## src/rtl/dht11_pkg.sv

```systemverilog
// Shared types and constants for the DHT11 measurement sequencer.
// Status codes, FSM encoding, reading layout and the checksum helper live here.
package dht11_pkg;

  typedef enum logic [1:0] {
    ST_OK         = 2'b00,
    ST_CRC_FAIL   = 2'b01,
    ST_SENSOR_ERR = 2'b10,
    ST_TIMEOUT    = 2'b11
  } status_e;

  typedef enum logic [2:0] {
    IDLE  = 3'd0,
    GUARD = 3'd1,
    KICK  = 3'd2,
    WAIT  = 3'd3,
    CHECK = 3'd4,
    EVAL  = 3'd5,
    RESP  = 3'd6
  } state_e;

  typedef struct packed {
    logic [7:0] hum_int;
    logic [7:0] hum_frac;
    logic [7:0] temp_int;
    logic [7:0] temp_frac;
  } data_t;

  localparam int unsigned DEF_MIN_INTERVAL_CYC = 100_000_000;
  localparam int unsigned DEF_TIMEOUT_CYC      = 2_500_000;
  localparam int unsigned DEF_MAX_RETRY        = 2;

  // The DHT11 checksum is the plain 8-bit wrapping sum of the four data bytes.
  function automatic logic [7:0] dht_sum(input data_t d);
    return d.hum_int + d.hum_frac + d.temp_int + d.temp_frac;
  endfunction

endpackage

```

## src/rtl/dht11_measure_ctrl_if.sv

```systemverilog
// Request, driver and response signals of the DHT11 measurement sequencer.
// req/rsp are valid/ready: a transfer happens on a rising CLK with valid and ready both high;
// the source holds valid and its payload stable until that transfer.
interface dht11_measure_ctrl_if;
  logic       req_valid;
  logic       req_ready;
  logic       dht_en;
  logic       dht_rst;
  logic       dht_done;
  logic       dht_error;
  logic [7:0] dht_hum_int;
  logic [7:0] dht_hum_frac;
  logic [7:0] dht_temp_int;
  logic [7:0] dht_temp_frac;
  logic [7:0] dht_crc;
  logic       rsp_valid;
  logic       rsp_ready;
  logic [1:0] rsp_status;
  logic [7:0] rsp_hum_int;
  logic [7:0] rsp_hum_frac;
  logic [7:0] rsp_temp_int;
  logic [7:0] rsp_temp_frac;
  logic [1:0] rsp_attempts;

  modport slave (
    input  req_valid, dht_done, dht_error, dht_hum_int, dht_hum_frac,
           dht_temp_int, dht_temp_frac, dht_crc, rsp_ready,
    output req_ready, dht_en, dht_rst, rsp_valid, rsp_status, rsp_hum_int,
           rsp_hum_frac, rsp_temp_int, rsp_temp_frac, rsp_attempts
  );

  modport master (
    output req_valid, dht_done, dht_error, dht_hum_int, dht_hum_frac,
           dht_temp_int, dht_temp_frac, dht_crc, rsp_ready,
    input  req_ready, dht_en, dht_rst, rsp_valid, rsp_status, rsp_hum_int,
           rsp_hum_frac, rsp_temp_int, rsp_temp_frac, rsp_attempts
  );
endinterface

```

## src/rtl/dht11_interval_timer.sv

```systemverilog
// Saturating up-counter with synchronous clear; reached_o is high once LIMIT cycles have elapsed.
// RST_SAT selects whether reset leaves the counter saturated (already reached) or at zero.
module dht11_interval_timer #(
  parameter int unsigned LIMIT   = 1,
  parameter bit          RST_SAT = 1'b0
) (
  input  logic CLK,
  input  logic RST,
  input  logic clr_i,
  output logic reached_o
);
  localparam int unsigned W = ($clog2(LIMIT + 1) < 1) ? 1 : $clog2(LIMIT + 1);
  localparam logic [W-1:0] LIM = W'(LIMIT);

  logic [W-1:0] cnt_q, cnt_d;

  always_comb begin
    cnt_d = cnt_q;
    if (clr_i)
      cnt_d = '0;
    else if (cnt_q < LIM)
      cnt_d = cnt_q + 1'b1;
  end

  always_ff @(posedge CLK) begin
    if (RST) cnt_q <= RST_SAT ? LIM : '0;
    else     cnt_q <= cnt_d;
  end

  assign reached_o = (cnt_q >= LIM);
endmodule

```

## src/rtl/dht11_measure_ctrl.sv

```systemverilog
// DHT11 measurement sequencer: re-trigger guard, driver kick, timeout, checksum/error
// validation with bounded retries, and a status-tagged response.
module dht11_measure_ctrl
  import dht11_pkg::*;
#(
  parameter int unsigned MIN_INTERVAL_CYC = DEF_MIN_INTERVAL_CYC,
  parameter int unsigned TIMEOUT_CYC      = DEF_TIMEOUT_CYC,
  parameter int unsigned MAX_RETRY        = DEF_MAX_RETRY
) (
  input  logic                 CLK,
  input  logic                 RST,
  dht11_measure_ctrl_if.slave  bus,
  output state_e               state_o
);
  localparam logic [1:0] MAX_R = 2'(MAX_RETRY);

  state_e     state_q, state_d;
  logic       kick_ph_q, kick_ph_d;
  logic [1:0] retry_q, retry_d;
  status_e    fail_q, fail_d;
  data_t      cap_q, cap_d;
  logic [7:0] cap_crc_q, cap_crc_d;
  logic       cap_err_q, cap_err_d;
  data_t      rsp_q, rsp_d;
  status_e    status_q, status_d;
  logic [1:0] attempts_q, attempts_d;
  logic       guard_clr, guard_ok, to_hit;

  // Guard timer starts saturated so the first kick after reset is not delayed.
  dht11_interval_timer #(.LIMIT(MIN_INTERVAL_CYC), .RST_SAT(1'b1)) u_guard (
    .CLK(CLK), .RST(RST), .clr_i(guard_clr), .reached_o(guard_ok)
  );

  dht11_interval_timer #(.LIMIT(TIMEOUT_CYC - 1), .RST_SAT(1'b0)) u_timeout (
    .CLK(CLK), .RST(RST), .clr_i(state_q != WAIT), .reached_o(to_hit)
  );

  always_comb begin
    state_d       = state_q;
    kick_ph_d     = kick_ph_q;
    retry_d       = retry_q;
    fail_d        = fail_q;
    cap_d         = cap_q;
    cap_crc_d     = cap_crc_q;
    cap_err_d     = cap_err_q;
    rsp_d         = rsp_q;
    status_d      = status_q;
    attempts_d    = attempts_q;
    guard_clr     = 1'b0;
    bus.req_ready = 1'b0;
    bus.dht_en    = 1'b0;
    bus.dht_rst   = 1'b0;
    bus.rsp_valid = 1'b0;
    unique case (state_q)
      IDLE: begin
        bus.req_ready = 1'b1;
        if (bus.req_valid) begin
          retry_d = '0;
          state_d = GUARD;
        end
      end
      GUARD: begin
        if (guard_ok) begin
          guard_clr = 1'b1;
          kick_ph_d = 1'b0;
          state_d   = KICK;
        end
      end
      KICK: begin
        bus.dht_en  = 1'b1;
        bus.dht_rst = 1'b1;
        kick_ph_d   = 1'b1;
        if (kick_ph_q) state_d = WAIT;
      end
      WAIT: begin
        bus.dht_en = 1'b1;
        if (bus.dht_done) begin
          cap_d     = '{bus.dht_hum_int, bus.dht_hum_frac, bus.dht_temp_int, bus.dht_temp_frac};
          cap_crc_d = bus.dht_crc;
          cap_err_d = bus.dht_error;
          state_d   = CHECK;
        end else if (to_hit) begin
          fail_d  = ST_TIMEOUT;
          state_d = EVAL;
        end
      end
      CHECK: begin
        // An errored read carries zero data, which would pass the checksum.
        if (cap_err_q)                    fail_d = ST_SENSOR_ERR;
        else if (dht_sum(cap_q) != cap_crc_q) fail_d = ST_CRC_FAIL;
        else                              fail_d = ST_OK;
        state_d = EVAL;
      end
      EVAL: begin
        if (fail_q == ST_OK) begin
          rsp_d      = cap_q;
          status_d   = ST_OK;
          attempts_d = retry_q;
          state_d    = RESP;
        end else if (retry_q < MAX_R) begin
          retry_d = retry_q + 1'b1;
          state_d = GUARD;
        end else begin
          status_d   = fail_q;
          attempts_d = retry_q;
          state_d    = RESP;
        end
      end
      RESP: begin
        bus.rsp_valid = 1'b1;
        if (bus.rsp_ready) state_d = IDLE;
      end
      default: state_d = IDLE;
    endcase
  end

  always_ff @(posedge CLK) begin
    if (RST) begin
      state_q    <= IDLE;
      kick_ph_q  <= 1'b0;
      retry_q    <= '0;
      fail_q     <= ST_OK;
      cap_q      <= '0;
      cap_crc_q  <= '0;
      cap_err_q  <= 1'b0;
      rsp_q      <= '0;
      status_q   <= ST_OK;
      attempts_q <= '0;
    end else begin
      state_q    <= state_d;
      kick_ph_q  <= kick_ph_d;
      retry_q    <= retry_d;
      fail_q     <= fail_d;
      cap_q      <= cap_d;
      cap_crc_q  <= cap_crc_d;
      cap_err_q  <= cap_err_d;
      rsp_q      <= rsp_d;
      status_q   <= status_d;
      attempts_q <= attempts_d;
    end
  end

  assign bus.rsp_status    = status_q;
  assign bus.rsp_hum_int   = rsp_q.hum_int;
  assign bus.rsp_hum_frac  = rsp_q.hum_frac;
  assign bus.rsp_temp_int  = rsp_q.temp_int;
  assign bus.rsp_temp_frac = rsp_q.temp_frac;
  assign bus.rsp_attempts  = attempts_q;
  assign state_o           = state_q;
endmodule
```

## src/flat_wrapper.sv

```systemverilog
// flat-port wrapper written by rule: the top's interface ports become plain ports
module dht11_measure_ctrl_flat import dht11_pkg::*;
#(
  parameter int unsigned MIN_INTERVAL_CYC = DEF_MIN_INTERVAL_CYC,
  parameter int unsigned TIMEOUT_CYC      = DEF_TIMEOUT_CYC,
  parameter int unsigned MAX_RETRY        = DEF_MAX_RETRY
)
  (CLK, RST, state_o, bus_req_valid, bus_dht_done, bus_dht_error, bus_dht_hum_int, bus_dht_hum_frac, bus_dht_temp_int, bus_dht_temp_frac, bus_dht_crc, bus_rsp_ready, bus_req_ready, bus_dht_en, bus_dht_rst, bus_rsp_valid, bus_rsp_status, bus_rsp_hum_int, bus_rsp_hum_frac, bus_rsp_temp_int, bus_rsp_temp_frac, bus_rsp_attempts);
  dht11_measure_ctrl_if bus_i ();
  input  logic CLK;
  input  logic RST;
  output state_e state_o;
  input wire logic [$bits(bus_i.req_valid)-1:0] bus_req_valid;
  input wire logic [$bits(bus_i.dht_done)-1:0] bus_dht_done;
  input wire logic [$bits(bus_i.dht_error)-1:0] bus_dht_error;
  input wire logic [$bits(bus_i.dht_hum_int)-1:0] bus_dht_hum_int;
  input wire logic [$bits(bus_i.dht_hum_frac)-1:0] bus_dht_hum_frac;
  input wire logic [$bits(bus_i.dht_temp_int)-1:0] bus_dht_temp_int;
  input wire logic [$bits(bus_i.dht_temp_frac)-1:0] bus_dht_temp_frac;
  input wire logic [$bits(bus_i.dht_crc)-1:0] bus_dht_crc;
  input wire logic [$bits(bus_i.rsp_ready)-1:0] bus_rsp_ready;
  output wire logic [$bits(bus_i.req_ready)-1:0] bus_req_ready;
  output wire logic [$bits(bus_i.dht_en)-1:0] bus_dht_en;
  output wire logic [$bits(bus_i.dht_rst)-1:0] bus_dht_rst;
  output wire logic [$bits(bus_i.rsp_valid)-1:0] bus_rsp_valid;
  output wire logic [$bits(bus_i.rsp_status)-1:0] bus_rsp_status;
  output wire logic [$bits(bus_i.rsp_hum_int)-1:0] bus_rsp_hum_int;
  output wire logic [$bits(bus_i.rsp_hum_frac)-1:0] bus_rsp_hum_frac;
  output wire logic [$bits(bus_i.rsp_temp_int)-1:0] bus_rsp_temp_int;
  output wire logic [$bits(bus_i.rsp_temp_frac)-1:0] bus_rsp_temp_frac;
  output wire logic [$bits(bus_i.rsp_attempts)-1:0] bus_rsp_attempts;
  assign bus_i.req_valid = bus_req_valid;
  assign bus_i.dht_done = bus_dht_done;
  assign bus_i.dht_error = bus_dht_error;
  assign bus_i.dht_hum_int = bus_dht_hum_int;
  assign bus_i.dht_hum_frac = bus_dht_hum_frac;
  assign bus_i.dht_temp_int = bus_dht_temp_int;
  assign bus_i.dht_temp_frac = bus_dht_temp_frac;
  assign bus_i.dht_crc = bus_dht_crc;
  assign bus_i.rsp_ready = bus_rsp_ready;
  assign bus_req_ready = bus_i.req_ready;
  assign bus_dht_en = bus_i.dht_en;
  assign bus_dht_rst = bus_i.dht_rst;
  assign bus_rsp_valid = bus_i.rsp_valid;
  assign bus_rsp_status = bus_i.rsp_status;
  assign bus_rsp_hum_int = bus_i.rsp_hum_int;
  assign bus_rsp_hum_frac = bus_i.rsp_hum_frac;
  assign bus_rsp_temp_int = bus_i.rsp_temp_int;
  assign bus_rsp_temp_frac = bus_i.rsp_temp_frac;
  assign bus_rsp_attempts = bus_i.rsp_attempts;
  dht11_measure_ctrl #(.MIN_INTERVAL_CYC(MIN_INTERVAL_CYC), .TIMEOUT_CYC(TIMEOUT_CYC), .MAX_RETRY(MAX_RETRY)) u_core (.CLK(CLK), .RST(RST), .bus(bus_i), .state_o(state_o));
endmodule
```

## config.mk

```make
export PLATFORM = sky130hd
export DESIGN_NAME = dht11_measure_ctrl_flat
export DESIGN_NICKNAME = d
export VERILOG_FILES = /design/src/rtl/dht11_pkg.sv /design/src/rtl/dht11_measure_ctrl_if.sv /design/src/rtl/dht11_interval_timer.sv /design/src/rtl/dht11_measure_ctrl.sv /design/src/flat_wrapper.sv
export SDC_FILE = /design/constraint.sdc
export NUM_CORES = 1
export LEC_CHECK = 0
export ABC_AREA = 1
export ABC_CLOCK_PERIOD_IN_PS = 4100
export CORE_UTILIZATION = 31
export CTS_BUF_LIST = sky130_fd_sc_hd__clkbuf_4 sky130_fd_sc_hd__clkbuf_8 sky130_fd_sc_hd__clkbuf_16
export DETAILED_ROUTE_END_ITERATION = 6
export PLACE_DENSITY = 0.52
export SLEW_MARGIN = 0
export SYNTH_ARGS = -nofsm -noshare
export SYNTH_HDL_FRONTEND = slang
export SYNTH_SLANG_ARGS = --single-unit
```

## constraint.sdc

```tcl
create_clock -name CLK -period 4.1 [get_ports CLK]
set_input_delay 0.82 -clock CLK [delete_from_list [all_inputs] [get_ports CLK]]
set_output_delay 0.82 -clock CLK [all_outputs]
set_load 0.02 [all_outputs]
```

==> results.json, run 1 <==
{
  "status": "finished clean",
  "hpwlAfterDp_mm": 13.9,
  "nets": 1117,
  "hp-class": "reg2reg",
  "worstPathArrival_ps": 3400,
  "grt_max_degree": 40,
  "overflow": 0,
  "cts_sinks": 134,
  "synth_cell_types": 41,
  "drt_iter0_drc": 427,
  "syn_inst": 970,
  "p_per_area_nw_per_um2": 531,
  "setup_violations": 0,
  "grt_pass1_vias": 6066,
  "end_kind": "flop",
  "synth_top_cell_by_area": "dfxtp_1",
  "first_pass_iters": 5,
  "clock_path_buffers": 2,
  "io_pins": 89,
  "synthTopCellsByArea": "dfxtp_1 (39%), nand2_1 (12%), a21oi_1 (7.6%)",
  "rsz0062_at_grt": "false",
  "crit_required_ps": 4390,
  "cts_setup_buffers": 0,
  "ys_ff_latch": 134,
  "ys_seq_area_share_pct": 38.6,
  "relSlewSlack_pct": 35.3,
  "drive_gt1_share_pct": 6.51,
  "final_common_cell": "nand2_1",
  "synth_nets": 1040,
  "dr_total_vias": 6400,
  "cap_violations": 0,
  "fin_skew_ps": 11.5,
  "maxSlewViolCount": 0,
  "core_area_um2": 21900,
  "fillers": 2325,
  "n_antenna_cell": 0,
  "drc": 0,
  "critPathKind": "reg2reg",
  "rows": 54,
  "leakagePower_nw": 3.31,
  "hold_buffers": 0,
  "die_width_um": 152,
  "start_util_pct": 31.8,
  "hold_violations": 0,
  "area_growth_syn_to_layout_pct": 24.6,
  "irDropWorstVdd_mv": 0.318,
  "startpoint_type": "flop",
  "insertion_delay_ps": 430,
  "synth_top_area_share_pct": 38.6,
  "holdWs_ps": 475,
  "final_area_um2": 8670,
  "avgSynthCellArea_um2": 7.17,
  "cts_inserted_buffers": 17,
  "drt_wl_total_mm": 19.0,
  "grt_first_pass_wirelength_mm": 31.3,
  "wl_per_cell_um": 14.2,
  "slowest_delay_ps": 540,
  "dieArea_um2": 23000,
  "period_needed_ps": 3110,
  "placed_cell_area_um2": 8060,
  "mostFrequentLayoutCells": "nand2_1 (219), dfxtp_1 (134), a21oi_1 (106), inv_1 (101), clkdlybuf4s50_1 (88)",
  "drtAntennaViolNets": 0,
  "synthesis.area_um2": 6960,
  "place_congestion": 0.870,
  "cp_cell_sequence": "fa_1 -> inv_1 -> fa_1 -> inv_1 -> ha_1 -> fa_1 -> xnor2_1 -> nand3_1 -> nor2_1 -> nand2_1 -> nor3_1 -> nand2_1 -> nand2_1 -> a21oi_1",
  "cts_tree": "yes",
  "fmax_mhz": 321,
  "cp_max_fo": 3,
  "die_h_um": 152,
  "vias_per_cell": 4.78,
  "antenna_found_initial": 0,
  "power.total_w": 0.00461,
  "ctsResizeCount": 0,
  "ctsHtreeMaxLevel": 4,
  "tns_ps": 0,
  "cts_root_buf": "clkbuf_16",
  "worst_slew_pin_slew_ps": 965,
  "track_usage_pct": 16.8,
  "slowest_stage": "fa_1",
  "fin_crit_sh_pct": 75.9,
  "yosysWarnings": 0,
  "clkSlewWorstSetupHoldPaths_ps": 70,
  "io_buffers": 88
}
==> layout make-up <==
cell class / instances / area [um2] / share of cell area [%]
inverters: 106 / 400 / 4.62
clock inverters: 15 / 190 / 2.19
well taps: 280 / 350 / 4.04
clock buffers: 17 / 425 / 4.91
repair buffers: 98 / 956 / 11.0
flip-flops and latches: 134 / 2680 / 30.9
multi-input cells: 690 / 3670 / 42.3
==> cells by family (layout without fill, tap and decap cells) <==
logic type | count (synthesis) | count (layout) | synth area share (%)
adder cells (fa/ha/maj) | 24 | 24 | 5.83
AO/OA/AOI/OAI | 189 | 189 | 14.3
flip-flops | 134 | 134 | 38.6
buffers and inverters | 146 | 236 | 8.79
AND/OR/NAND/NOR | 446 | 446 | 28.7
XOR/XNOR | 31 | 31 | 3.90
==> layer usage <==
| layer | vias up | part of all wire, % | global-route usage (%) |
|---|---|---|---|
| li1 | 3330 | - | - |
| met1 | 2932 | 50 | 22.7 |
| met2 | 126 | 45 | 26.9 |
| met3 | 12 | 4.0 | 3.68 |
| met4 | 0 | 0.93 | 4.57 |
| met5 | - | 0 | 0 |
==> worst paths after layout <==
path                        from                   to  slack (ps)  cells past startpoint
min          u_core.cap_crc_q[7]  u_core.cap_crc_q[7]         480                      2
max reg2reg      u_core.cap_q[1]     u_core.fail_q[0]         990                     14
min reg2reg  u_core.cap_crc_q[7]  u_core.cap_crc_q[7]         480                      2
max              u_core.cap_q[1]     u_core.fail_q[0]         990                     14
==> registers in the layout (all words and copies together) (netlist names) <==
register	cells
u_core.kick_ph_q	1
u_core.bus.rsp_hum_frac	8
u_core.cap_crc_q	8
u_core.retry_q	2
u_core.bus.rsp_temp_frac	8
u_core.cap_err_q	1
u_core.fail_q	2
u_core.cap_q	32
u_core.bus.rsp_status	2
u_core.bus.rsp_hum_int	8
u_core.bus.rsp_attempts	2
u_core.u_guard.cnt_q	27
u_core.state_o	3
u_core.u_timeout.cnt_q	22
u_core.bus.rsp_temp_int	8
==> critical path: cells and delay by family (launching register included) <==
kind | cells | cell delay [ps]
AO/OA/AOI/OAI | 1 | 50
XOR/XNOR | 1 | 120
flip-flops | 1 | 340
adder cells (fa/ha/maj) | 4 | 1810
AND/OR/NAND/NOR | 6 | 570
buffers and inverters | 2 | 100
==> cell usage after synthesis <==
library cell / instances
or2_2: 2
nand2_4: 2
nor3_4: 1
nor2_4: 1
clkbuf_1: 19
o21ai_0: 65
ha_1: 10
xnor2_1: 10
nand2_2: 3
a21oi_1: 106
nor3_1: 37
buf_2: 12
o21bai_1: 2
nor3b_1: 1
nand3b_1: 5
a31oi_1: 1
a211oi_1: 1
inv_2: 3
buf_1: 2
nand3_2: 1
dfxtp_1: 134
nor2_1: 79
nor3_2: 3
a21boi_2: 1
fa_1: 14
nand4_1: 18
xor2_1: 21
o22ai_1: 1
buf_6: 6
inv_1: 102
nor3b_2: 4
inv_4: 1
nor4_1: 6
nor2_2: 1
a211oi_2: 1
o211ai_1: 9
clkbuf_2: 1
nand3_1: 61
nand2_1: 220
and2_4: 1
o21ai_1: 2
==> power by group <==
part	leakage (nW)	switching (W)	total, W	internal, W
Clock	0.300	0.000647	0.00162	0.000972
Sequential	1.09	0.000136	0.00160	0.00146
Combinational	1.92	0.000884	0.00139	0.000504
Total	3.31	0.00167	0.00461	0.00294
==> per-stage QoR <==
step	setup WS, ps	utilization (%)	std cells
floorplan	1190	-	970
global placement	1060	36.8	1308
detailed placement	1030	36.8	1308
CTS	1010	39.6	1340
global route	710	39.6	1340
finish	989	39.6	1340
Power figures use the tool's default switching activity.
==> run 2: changes to the inputs <==
--- a/config.mk
+++ b/config.mk
@@ -6,7 +6,7 @@
 export NUM_CORES = 1
 export LEC_CHECK = 0
 export ABC_AREA = 1
-export ABC_CLOCK_PERIOD_IN_PS = 4100
+export ABC_CLOCK_PERIOD_IN_PS = 3200
 export CORE_UTILIZATION = 31
 export CTS_BUF_LIST = sky130_fd_sc_hd__clkbuf_4 sky130_fd_sc_hd__clkbuf_8 sky130_fd_sc_hd__clkbuf_16
 export DETAILED_ROUTE_END_ITERATION = 6
==> constraint.sdc (replaced) <==
create_clock -name CLK -period 3.2 [get_ports CLK]
set_input_delay 0.64 -clock CLK [delete_from_list [all_inputs] [get_ports CLK]]
set_output_delay 0.64 -clock CLK [all_outputs]
set_load 0.02 [all_outputs]
==> run 2 against run 1 <==
  * Maximum frequency is 2.8% higher
  * Die area stayed put
  * First-iteration DRC count is 15% lower
  * Clock power is 28% higher
  * Critical path type unchanged
==> results.json, run 2 (same netlist as run 1, synthesis figures left out) <==
{
  "holdWs_ps": 475,
  "clock_path_buffers": 2,
  "fin_skew_ps": 8.75,
  "hp-class": "reg2reg",
  "largest_reg_flops": 32,
  "r2r-end": "u_core.fail_q[0]",
  "dieArea_um2": 23000,
  "status": "finished clean",
  "rrSetupSlack_ps": 170,
  "drtAntennaViolNets": 0,
  "grt_max_degree": 49,
  "vias_per_cell": 4.81,
  "worstPathArrival_ps": 3320,
  "relSlewSlack_pct": 57.3,
  "hold_buffers": 0,
  "cts_inserted_buffers": 17,
  "drt_iter0_drc": 363,
  "cap_violations": 0,
  "dr_wl_met3_um": 834,
  "cts_sinks": 134,
  "io_pins": 89,
  "start_util_pct": 31.8,
  "core_area_um2": 21900,
  "wl_per_cell_um": 14.2,
  "hp-start": "u_core.cap_crc_q[7]",
  "period_needed_ps": 3030,
  "maxSlewViolCount": 0,
  "drt_wl_total_mm": 19.1,
  "power.total_w": 0.00594,
  "min_to": "u_core.cap_crc_q[7]",
  "insertion_delay_ps": 420,
  "crit_required_ps": 3490,
  "place_congestion": 0.888,
  "nets": 1122,
  "wl_met1_mm": 9.43,
  "die_width_um": 152,
  "regMostFlops": "u_core.cap_q",
  "dr_wl_met2_mm": 8.45,
  "cts_root_buf": "clkbuf_16",
  "hpwlAfterDp_mm": 14.1,
  "setup_violations": 0,
  "r2r_cells": 14,
  "cts_tree": "yes",
  "first_pass_iters": 5,
  "r2r-start": "u_core.cap_q[1]",
  "fin_crit_sh_pct": 94.6,
  "critPathKind": "reg2reg",
  "track_usage_pct": 17.0,
  "mostFrequentLayoutCells": "nand2_1 (219), dfxtp_1 (132), a21oi_1 (105), inv_1 (100), clkdlybuf4s50_1 (88)",
  "tns_ps": 0,
  "irDropWorstVdd_mv": 0.354,
  "hold_path_depth": 2,
  "grt_pass1_vias": 6209,
  "cp_max_fo": 3,
  "startpoint_type": "flop",
  "hold_violations": 0,
  "rows": 54,
  "n_antenna_cell": 0,
  "leakagePower_nw": 3.33,
  "fmax_mhz": 330,
  "top_layer_used": "met4",
  "drive_gt1_share_pct": 7.61,
  "dr_total_vias": 6474,
  "rsz0062_at_grt": "true",
  "grt_first_pass_wirelength_mm": 32.0,
  "area_growth_syn_to_layout_pct": 25.8,
  "drc": 0,
  "final_util_pct": 40.0,
  "die_h_um": 152,
  "antenna_found_initial": 0,
  "reg.largest.list": "u_core.cap_q x32, u_core.u_guard.cnt_q x27, u_core.u_timeout.cnt_q x22",
  "worst_slew_pin_slew_ps": 636,
  "io_buffers": 88,
  "p_per_area_nw_per_um2": 678,
  "final_common_cell": "nand2_1",
  "end_kind": "flop",
  "clkSlewWorstSetupHoldPaths_ps": 60,
  "overflow": 0,
  "ctsHtreeMaxLevel": 4
}
## run 2: cell count changes in the layout (fill, tap and decap cells not counted), moves of 2 or more
cell      previous run  this run
buf_4               10        14
inv_6                7         3
clkbuf_8             0         2
dfxtp_1            134       132
dfxtp_2              0         2
## run 2: what timing repair did
action                     in CTS  in global routing
buffers inserted                0                  1
setup endpoints to repair       0                  1
gates resized for setup         0                  8
hold endpoints to repair        0                  0
## run 2: worst max-delay path, cell delays in order, from the launching register on
cell,delay [ps]
dfxtp_2,330
fa_1,530
inv_1,50
fa_1,520
inv_2,50
ha_4,160
fa_2,540
xnor2_1,110
nand3_1,80
nor2_1,100
nand2_1,70
nor3_2,160
nand2_1,70
nand2_1,70
a21oi_2,50
## run 2: routing by layer
metal  vias up  GRT usage, %
li1       3340             -
met3        22          4.14
met4         0          5.38
met5         -             0
met1      2979          23.5
met2       133          26.1
## run 2: worst max path at each step
stage | startpoint | to | slack, ps | depth (start not counted)
after floorplan | u_core.cap_q[1] | u_core.fail_q[0] | 290 | 14
after global placement | u_core.cap_q[1] | u_core.fail_q[0] | 160 | 14
after detailed placement | u_core.cap_q[1] | u_core.fail_q[0] | 170 | 14
after CTS | u_core.cap_q[1] | u_core.fail_q[0] | 140 | 14
after global routing | u_core.cap_q[1] | u_core.fail_q[0] | -20 | 14
final | u_core.cap_q[1] | u_core.fail_q[0] | 170 | 14
## run 2: stage by stage
step	instances	setup WS [ps]	cell area (um2)
finish	1345	173	8760
global route	1345	-19.7	8760
detailed placement	1312	168	8100
CTS	1344	138	8720
floorplan	970	288	6960
global placement	1312	162	8100
## run 2: layout make-up
cell class | count | area, um2
fillers | 2362 | 13100
multi-input cells | 690 | 3690
flip-flops and latches | 134 | 2690
repair buffers | 103 | 1010
clock buffers | 19 | 453
inverters | 106 | 400
well taps | 280 | 350
clock inverters | 13 | 171
## run 2: power by group
part           internal [W]  total, W  switching [W]
clock               0.00128   0.00207       0.000791
sequential          0.00188   0.00205       0.000175
combinational      0.000674   0.00182        0.00114
total               0.00383   0.00594        0.00211
